## config.mk

```make
export PLATFORM = sky130hd
export DESIGN_NAME = pattern_serializer
export DESIGN_NICKNAME = d
export VERILOG_FILES = /design/src/rtl/pattern_serializer.sv
export SDC_FILE = /design/constraint.sdc
export NUM_CORES = 1
export LEC_CHECK = 0
export CAP_MARGIN = 20
export CORE_MARGIN = 1
export CORE_UTILIZATION = 45
export DETAILED_ROUTE_END_ITERATION = 7
export DONT_BUFFER_PORTS = 1
export GPL_ROUTABILITY_DRIVEN = 0
export GPL_TIMING_DRIVEN = 0
export PLACE_DENSITY_LB_ADDON = 0.05
export SLEW_MARGIN = 20
export SYNTH_ARGS = -nofsm -noshare
export SYNTH_HDL_FRONTEND = slang
export SYNTH_SLANG_ARGS = --single-unit
```

## constraint.sdc

```tcl
create_clock -name clk -period 2.7 [get_ports clk]
set_clock_uncertainty 0.2 [all_clocks]
set_input_delay 0.27 -clock clk [delete_from_list [all_inputs] [get_ports clk]]
set_output_delay 0.27 -clock clk [all_outputs]
set_load 0.02 [all_outputs]
```

## src/rtl/pattern_serializer.sv

```systemverilog
// pattern_serializer: ready/load word capture shifted out one bit per DIV clocks, MSB first.
// Define SERIALIZER_LSB_FIRST_EN to send din[0] first instead.
module pattern_serializer #(
  parameter int WIDTH = 8,
  parameter int DIV = 1
) (
  input  logic             clk,
  input  logic             rst_n,
  input  logic             load,
  input  logic [WIDTH-1:0] din,
  output logic             ready,
  output logic             busy,
  output logic             outbit,
  output logic             bit_valid
);
  localparam int BW = $clog2(WIDTH);
  localparam int DW = DIV > 1 ? $clog2(DIV) : 1;
  localparam logic [BW-1:0] BMAX = BW'(WIDTH - 1);
  localparam logic [DW-1:0] DMAX = DW'(DIV - 1);
  typedef enum logic {IDLE, SHIFT} state_t;
  state_t           state_q;
  logic [WIDTH-1:0] shreg_q;
  logic [BW-1:0]    bit_cnt_q;
  logic [DW-1:0]    div_cnt_q;
  logic             busy_q, outbit_q, bit_valid_q;
  logic             first_bit, next_bit;
  logic [WIDTH-1:0] din_rest, sh_rest;
`ifdef SERIALIZER_LSB_FIRST_EN
  assign first_bit = din[0];
  assign next_bit  = shreg_q[0];
  assign din_rest  = din >> 1;
  assign sh_rest   = shreg_q >> 1;
`else
  assign first_bit = din[WIDTH-1];
  assign next_bit  = shreg_q[WIDTH-1];
  assign din_rest  = din << 1;
  assign sh_rest   = shreg_q << 1;
`endif
  // Ready also in the final hold cycle of the last bit, so words can run back to back.
  assign ready     = state_q == IDLE || (bit_cnt_q == BMAX && div_cnt_q == DMAX);
  assign busy      = busy_q;
  assign outbit    = outbit_q;
  assign bit_valid = bit_valid_q;
  always_ff @(posedge clk) begin
    if (!rst_n) begin
      state_q     <= IDLE;
      shreg_q     <= '0;
      bit_cnt_q   <= '0;
      div_cnt_q   <= '0;
      busy_q      <= 1'b0;
      outbit_q    <= 1'b0;
      bit_valid_q <= 1'b0;
    end else if (load && ready) begin
      state_q     <= SHIFT;
      shreg_q     <= din_rest;
      bit_cnt_q   <= '0;
      div_cnt_q   <= '0;
      busy_q      <= 1'b1;
      outbit_q    <= first_bit;
      bit_valid_q <= 1'b1;
    end else if (state_q == SHIFT) begin
      if (div_cnt_q != DMAX) begin
        div_cnt_q   <= div_cnt_q + DW'(1);
        bit_valid_q <= 1'b0;
      end else if (bit_cnt_q != BMAX) begin
        div_cnt_q   <= '0;
        bit_cnt_q   <= bit_cnt_q + BW'(1);
        shreg_q     <= sh_rest;
        outbit_q    <= next_bit;
        bit_valid_q <= 1'b1;
      end else begin
        state_q     <= IDLE;
        div_cnt_q   <= '0;
        bit_cnt_q   <= '0;
        busy_q      <= 1'b0;
        outbit_q    <= 1'b0;
        bit_valid_q <= 1'b0;
      end
    end
  end
endmodule

```

==> results_dict.tcl, run 1 <==
set metrics [dict create \
    clkLatencyLatePin_ps 280 \
    grt_antenna_before_repair 0 \
    port-buffer-count 0 \
    rsz0062_at_grt "no" \
    status "complete, no violations" \
    ys.flop_type "dfxtp_1" \
    cts_resized 0 \
    wl_per_cell_um 13.3 \
    ff2ff_path_depth 6 \
    cts_tree "built" \
    grt_pass1_wl_um 1710 \
    die_h_um 40.6 \
    synth_top_area_cell "dfxtp_1" \
    drt-initial-drc-count 5 \
    grt_overflow_total 0 \
    holdWs_ps 44.9 \
    seq_area_frac_synth_pct 41.8 \
    grt_max_degree 11 \
    fin_tns_setup_ps 0 \
    io_pins 15 \
    whs_endpoint "shreg_q[2]" \
    drv_slew 0 \
    clock_sinks 14 \
    r2r_start "bit_cnt_q[0]" \
    syn_area_um2 671 \
    fill_cells 130 \
    hold_depth 3 \
    ys_types 25 \
    synth-edff-count 0 \
    initial_core_util_pct 49.7 \
    r2r_setup_slack_ps 930 \
    slew_headroom_pct 72.8 \
    worstMarginPinSlew_ps 408 \
    clk_pin_slew_ps 90 \
    core_um2 1350 \
    ys_ff_latch 14 \
    fin_crit_sh_pct 74.8 \
    fmax_mhz 495 \
    start_kind "register" \
    end_kind "primary output" \
    wirelength_um 1150 \
    vias 478 \
    drtAntennaViolNets 0 \
    diodes 0 \
    required_ps 2230 \
    area_delta_synth_final_pct 11.2 \
    syn_inst 65 \
    row_count 13 \
    clockRootBuffer "clkbuf_4" \
    ys_async_sr_fraction_pct 0 \
    leakage_nw 0.363 \
    die-area_um2 1650 \
    setup_viol_count_final 0 \
    dp_hpwl_um 787 \
    period_needed_ps 2020 \
    drv_cap 0 \
    htreeDepth 1 \
    grt.total_usage_pct 16.3 \
    holdCritStartpoint "din[1]" \
    fin_nets 85 \
    via_per_inst 5.56 \
    hold_violations 0 \
    grt_pass1_vias 408 \
    vdd_drop_max_v 0.000354 \
    dr.pass1.iters 2 \
    crit_fanout 10 \
    critical_path_class "reg -> out" \
    die_w_um 40.6 \
    cts-buffers-inserted 3 \
    clock_path_buffers 2 \
    synth.avg_cell_area_um2 10.3 \
    power_per_cell_area_nw_per_um2 597 \
    arrival_ps 1550 \
    synthTopCellsByArea "dfxtp_1 42%, mux2i_1 9.0%, o211a_1 9.0%" \
    min_path_type "in -> reg" \
    yosys_warnings 0 \
    synth_top_area_share_pct 41.8 \
    drcViolationCount 0 \
    regToRegEndpoint "shreg_q[7]" \
    mappedNetlistNets 78 \
    layout-drive-gt1-share_pct 18.3 \
    postCtsSetupBuffers 0 \
]
layout by cell type, fill, tap and decap left out:
cell type	Yosys	routed
dfxtp_1	14	14
nand2_1	8	8
mux2i_1	6	6
o211a_1	6	6
nor3b_1	3	3
a31oi_1	3	3
nor2b_1	3	3
clkbuf_4	0	3
buf_4	2	2
nor2_1	2	2
o21a_1	2	2
ha_1	2	2
dlygate4sd3_1	0	2
buf_6	1	1
and2b_4	1	1
inv_4	1	1
buf_8	1	1
clkbuf_1	1	1
inv_1	1	1
o211ai_1	1	1
nand2b_1	1	1
o21ai_0	1	1
nand3_1	1	1
o221ai_2	1	1
o311a_1	1	1
and2b_2	1	1
o31a_2	1	1
clkbuf_8	0	1
worst max path at each step:
stage	from	to	slack [ps]
after CTS	bit_cnt_q[0]	ready	670
after floorplan	bit_cnt_q[0]	shreg_q[2]	1060
after global placement	bit_cnt_q[0]	shreg_q[7]	960
final	bit_cnt_q[0]	ready	680
after detailed placement	bit_cnt_q[0]	shreg_q[7]	940
after global routing	bit_cnt_q[0]	ready	620
area by class of cell:
cell class              instances  area, um2  share of cell area [%]
plain buffers                   5       45.0                    6.04
clock buffers                   4       36.3                    4.87
inverters                       2       10.0                    1.34
multi-input cells              44        335                    45.0
flip-flops and latches         14        280                    37.6
well taps                      15       18.8                    2.52
repair buffers                  2       20.0                    2.68
per-layer routing:
layer  GRT usage (%)  share of wire [%]  vias to the layer above
met1            19.6                 51                      217
met3            8.33                7.6                        2
li1                -                  -                      247
met4            5.00               0.70                        0
met5               0                  0                        -
met2            25.0                 41                       12
power breakdown:
group / internal, mW / switching [mW] / total [mW]
logic: 0.0318 / 0.0298 / 0.0616
registers: 0.221 / 0.0117 / 0.233
clock network: 0.0820 / 0.0689 / 0.151
critical path, cell delays in order, from the launching register on:
cell and delay [ps]:
dfxtp_1 330, ha_1 210, ha_1 230, and2b_4 290, inv_4 60, buf_8 140
sequential cells by signal (all words and copies together) (netlist names):
name,flops
state_q,1
shreg_q,7
outbit,1
bit_valid,1
bit_cnt_q,3
busy,1
cell usage after synthesis (2+ instances only):
library cell,instances
nand2_1,8
a31oi_1,3
nor2_1,2
buf_4,2
ha_1,2
o211a_1,6
nor3b_1,3
dfxtp_1,14
mux2i_1,6
nor2b_1,3
o21a_1,2
cells by family after synthesis:
group	count (synthesis)	share of synthesized area [%]
compound gates	16	21.1
fa+ha+maj	2	3.73
buf+inv	7	8.21
flops	14	41.8
mux	6	8.96
simple gates	20	16.2
stage by stage:
| stage | util, % | instances | total power [mW] | setup slack (ps) | area [um2] |
|---|---|---|---|---|---|
| 2_1_floorplan | - | 65 | 0.287 | 1060 | 671 |
| 3_3_place_gp | 51.1 | 80 | 0.297 | 956 | 689 |
| 3_5_place_dp | 51.1 | 80 | 0.297 | 940 | 689 |
| 4_1_cts | 55.2 | 86 | 0.450 | 671 | 746 |
| 5_1_grt | 55.2 | 86 | 0.464 | 617 | 746 |
| 6_report | 55.2 | 86 | 0.445 | 681 | 746 |
what timing repair did:
item	4_1_cts	5_1_grt
endpoints found under the setup margin	0	0
hold buffers	2	0
endpoints found under the hold margin	5	0
(Power assumes the default switching activity.)
==> run 2, diff against run 1 <==
Clock period 2.7 ns to 2 ns, I/O delays scaled along.
==> run 2 against run 1 <==
Compared with the run above: register-to-register slack lost 660 ps; critical path depth did not move; routed wire length increased by 4.0%; flip-flop and latch count unchanged; combinational power up 50%; largest cell class unchanged; highest routed layer unchanged.
==> results_dict.tcl, run 2 (synthesis gave the netlist of run 1 again) <==
set metrics [dict create \
    diodes 0 \
    fmax_mhz 524 \
    holdWs_ps 19.3 \
    period_needed_ps 1910 \
    drv_slew 0 \
    total_power_mw 0.611 \
    grt.total_usage_pct 16.9 \
    hold_violations 0 \
    largest-register "shreg_q" \
    multi_input_area_um2 338 \
    clockRootBuffer "clkbuf_4" \
    final-seq-area_um2 280 \
    dp_hpwl_um 787 \
    wirelength_um 1190 \
    grt_pass1_vias 433 \
    die-area_um2 1650 \
    cp_slowest_stage_delay_ps 330 \
    postCtsSetupBuffers 0 \
    min_path_type "in -> reg" \
    leakage_nw 0.385 \
    io_pins 15 \
    clk_pin_slew_ps 90 \
    die_h_um 40.6 \
    cts_tree "built" \
    initial_core_util_pct 49.7 \
    arrival_ps 1510 \
    drt-initial-drc-count 5 \
    cpMaxStageDelayCell "dfxtp_1" \
    clkLatencyLatePin_ps 280 \
    holdCritStartpoint "din[7]" \
    grt_antenna_before_repair 0 \
    required_ps 1600 \
    highest_layer "met4" \
    wl_met1_um 607 \
    start_kind "register" \
    port-buffer-count 0 \
    drv_cap 0 \
    reg_top3 "shreg_q: 7 flops, bit_cnt_q: 3 flops" \
    whs_endpoint "outbit" \
    vdd_drop_max_v 0.000482 \
    clock_path_buffers 2 \
    met3_length_um 77 \
    worstMarginPinSlew_ps 408 \
    row_count 13 \
    core_um2 1350 \
    drcViolationCount 0 \
    layout-drive-gt1-share_pct 18.2 \
    hold_depth 3 \
    die_w_um 40.6 \
    grt_overflow_total 0 \
    end_kind "primary output" \
    dr.pass1.iters 2 \
    sw_frac_of_total_pct 24.7 \
    dr_wl_met2_um 499 \
    clock_sinks 14 \
    regToRegEndpoint "shreg_q[7]" \
    via_per_inst 5.46 \
    vias 502 \
    crit_fanout 10 \
    p_seq_share_pct 51.5 \
    fin_crit_sh_pct 95.4 \
    final_cells 92 \
    path_delay_family "adder cells" \
    fill_cells 124 \
    htreeDepth 1 \
    placed_cells 80 \
    grt_max_degree 11 \
    largest_reg_flops 7 \
    ff2ff_path_depth 6 \
    layout_common_cells "14 x dfxtp_1, 8 x nand2_1, 8 x dlygate4sd3_1" \
    r2r_start "bit_cnt_q[0]" \
    comb_power_share_pct 15.2 \
    rsz0062_at_grt "no" \
    fin_tns_setup_ps 0 \
    power_per_cell_area_nw_per_um2 756 \
    wl_per_cell_um 13.0 \
    fin_nets 91 \
    area_delta_synth_final_pct 20.5 \
    critical_path_class "reg -> out" \
    status "complete, no violations" \
    switching_power_mw 0.151 \
    drtAntennaViolNets 0 \
    intPower_mw 0.460 \
    crit_chain "ha_1 > ha_2 > and2b_4 > inv_4 > buf_8" \
    layout_commonest_cell "dfxtp_1" \
    cts-buffers-inserted 3 \
    setup_viol_count_final 0 \
    grt_pass1_wl_um 1780 \
    clockPowerShare_pct 33.4 \
    crit_buf_inv 2 \
    r2r_setup_slack_ps 270 \
    slew_headroom_pct 72.8 \
]
## run 2: cell count changes in the layout (fill, tap and decap cells not counted)
cell	previous run	this run
ha_1	2	1
ha_2	0	1
dlygate4sd3_1	2	8
## run 2: what timing repair did
action	CTS	global route
resized for setup	0	1
setup endpoints to repair	0	1
hold buffers	8	0
endpoints found under the hold margin	11	0
## run 2: area by class of cell
| class | count | share of cell area, % |
|---|---|---|
| Multi-Input combinational cell | 44 | 41.8 |
| Sequential cell | 14 | 34.7 |
| Timing Repair Buffer | 8 | 9.91 |
| Buffer | 5 | 5.57 |
| Clock buffer | 4 | 4.49 |
| Tap cell | 15 | 2.32 |
| Inverter | 2 | 1.24 |
## run 2: how the worst max path moves through the flow
| stage | endpoint | depth (start not counted) | slack [ps] | startpoint |
|---|---|---|---|---|
| after floorplan | shreg_q[2] | 6 | 360 | bit_cnt_q[0] |
| after global placement | shreg_q[7] | 6 | 260 | bit_cnt_q[0] |
| after detailed placement | shreg_q[7] | 6 | 240 | bit_cnt_q[0] |
| after CTS | ready | 5 | 40 | bit_cnt_q[0] |
| after global routing | ready | 5 | 30 | bit_cnt_q[0] |
| final | ready | 5 | 90 | bit_cnt_q[0] |
## run 2: per-layer routing
metal | vias up | GRT usage [%]
met3 | 2 | 8.33
met1 | 229 | 19.9
li1 | 259 | -
met5 | - | 0
met4 | 0 | 5.00
met2 | 12 | 26.6
## run 2: tightest hold or removal path: stages
cell,delay (ps)
nand3_1,70
o221ai_2,80
o311a_1,100
## run 2: per-stage QoR
step | area (um2) | setup slack, ps | util (%)
detailed placement | 689 | 240 | 51.1
CTS | 806 | 41.1 | 59.7
global route | 808 | 29.4 | 59.9
finish | 808 | 91.6 | 59.9
global placement | 689 | 256 | 51.1
floorplan | 671 | 360 | -
## run 2: power by group through the flow
stage	sequential [mW]	clock (mW)	combinational, mW
floorplan	0.319	0	0.0695
global placement	0.321	0	0.0795
detailed placement	0.321	0	0.0804
CTS	0.314	0.208	0.0937
global route	0.317	0.216	0.104
finish	0.314	0.204	0.0926
==> run 3, diff against run 2 <==
Settings changed: MAX_ROUTING_LAYER from default to met4.
==> run 3 against run 2 <==
Compared with the run above: core utilization unchanged; critical path depth unchanged; fmax increased by 0.62%; sequential share of layout area unchanged; via count decreased by 1.2%; sequential power about the same; critical path type unchanged; routed wire length decreased by 1.1%.
==> results_dict.tcl, run 3 (synthesis gave the netlist of run 1 again) <==
set metrics [dict create \
    hold_violations 0 \
    drtAntennaViolNets 0 \
    whs_endpoint "outbit" \
    initial_core_util_pct 49.7 \
    clock_sinks 14 \
    grt_max_degree 11 \
    holdWs_ps 13.4 \
    drv_cap 0 \
    grt_use_met3_pct 8.33 \
    drcViolationCount 0 \
    worstMarginPinSlew_ps 407 \
    via_per_inst 5.39 \
    dr.pass1.iters 3 \
    status "complete, no violations" \
    rsz0062_at_grt "no" \
    clockRootBuffer "clkbuf_4" \
    die_w_um 40.6 \
    min_path_type "in -> reg" \
    htreeDepth 1 \
    clkLatencyLatePin_ps 280 \
    layout-drive-gt1-share_pct 18.2 \
    core_um2 1350 \
    postCtsSetupBuffers 0 \
    critical_path_class "reg -> out" \
    clk_pin_slew_ps 90 \
    r2r_setup_slack_ps 280 \
    layout_common_cells "14 x dfxtp_1, 8 x nand2_1, 8 x dlygate4sd3_1" \
    end_kind "primary output" \
    grt.met2_usage_pct 26.6 \
    slew_headroom_pct 72.9 \
    grt_antenna_before_repair 0 \
    met1_usage_pct 19.9 \
    largest_reg_flops 7 \
    crit_fanout 10 \
    port-buffer-count 0 \
    wirelength_um 1180 \
    post-place-ws_ps 240 \
    fmax_mhz 527 \
    leakage_nw 0.385 \
    period_needed_ps 1900 \
    grt_overflow_total 0 \
    power_per_cell_area_nw_per_um2 752 \
    clock_path_buffers 2 \
    wl_per_cell_um 12.8 \
    regToRegEndpoint "shreg_q[3]" \
    busiest_layer "met2" \
    required_ps 1600 \
    post-route-util_pct 59.9 \
    grt_pass1_vias 434 \
    design_area_um2 808 \
    die_h_um 40.6 \
    grt.total_usage_pct 17.4 \
    crit_start "bit_cnt_q[0]" \
    cts_tree "built" \
    ff2ff_path_depth 6 \
    vdd_drop_max_v 0.000468 \
    final_cells 92 \
    vias 496 \
    reg_top3 "shreg_q: 7 flops, bit_cnt_q: 3 flops" \
    largest-register "shreg_q" \
    drv_slew 0 \
    arrival_ps 1500 \
    io_pins 15 \
    fin_ws_ps 103 \
    drt-initial-drc-count 5 \
    dp_hpwl_um 787 \
    row_count 13 \
    r2r_start "bit_cnt_q[0]" \
    holdCritStartpoint "din[7]" \
    cts-buffers-inserted 3 \
    fin_nets 91 \
    area_delta_synth_final_pct 20.5 \
    layout_commonest_cell "dfxtp_1" \
    total_power_mw 0.608 \
    die-area_um2 1650 \
    fin_crit_sh_pct 94.8 \
    grt_pass1_wl_um 1780 \
    hold_depth 3 \
    fin_tns_setup_ps 0 \
    diodes 0 \
    start_kind "register" \
    placed_cells 80 \
    place_area_um2 689 \
    setup_viol_count_final 0 \
]
-- run 3: cell counts in the layout (fill, tap and decap cells not counted) --
No cell type changed its count.
-- run 3: final cells by class --
| type | instances | area (um2) |
|---|---|---|
| Fill cell | 124 | 542 |
| Timing Repair Buffer | 8 | 80.1 |
| Buffer | 5 | 45.0 |
| Sequential cell | 14 | 280 |
| Tap cell | 15 | 18.8 |
| Inverter | 2 | 10.0 |
| Clock buffer | 4 | 36.3 |
| Multi-Input combinational cell | 44 | 338 |
-- run 3: worst max-delay path by stage --
stage	cells past startpoint	slack, ps	end
floorplan	6	360	shreg_q[2]
global placement	6	260	shreg_q[7]
finish	5	100	ready
global route	5	30	ready
CTS	5	40	ready
detailed placement	6	240	shreg_q[7]
-- run 3: report_power, final --
group          switching [mW]  internal (mW)  leakage, nW
Clock                  0.0905          0.111       0.0210
Sequential             0.0158          0.298        0.116
Combinational          0.0418         0.0507        0.248
-- run 3: per-layer routing --
layer / up-vias / part of all wire, %
met1: 223 / 50
met2: 12 / 43
met5: - / 0
li1: 259 / -
met4: 0 / 0.85
met3: 2 / 6.6
-- run 3: what timing repair did --
| item | CTS | global route |
|---|---|---|
| resized for setup | 0 | 1 |
| setup endpoints to repair | 0 | 1 |
| hold buffers | 8 | 0 |
| endpoints found under the hold margin | 11 | 0 |
-- run 3: worst max-delay path: stages, from the launching register on --
cell	delay, ps
dfxtp_1	330
ha_1	210
ha_2	200
and2b_4	280
inv_4	60
buf_8	140
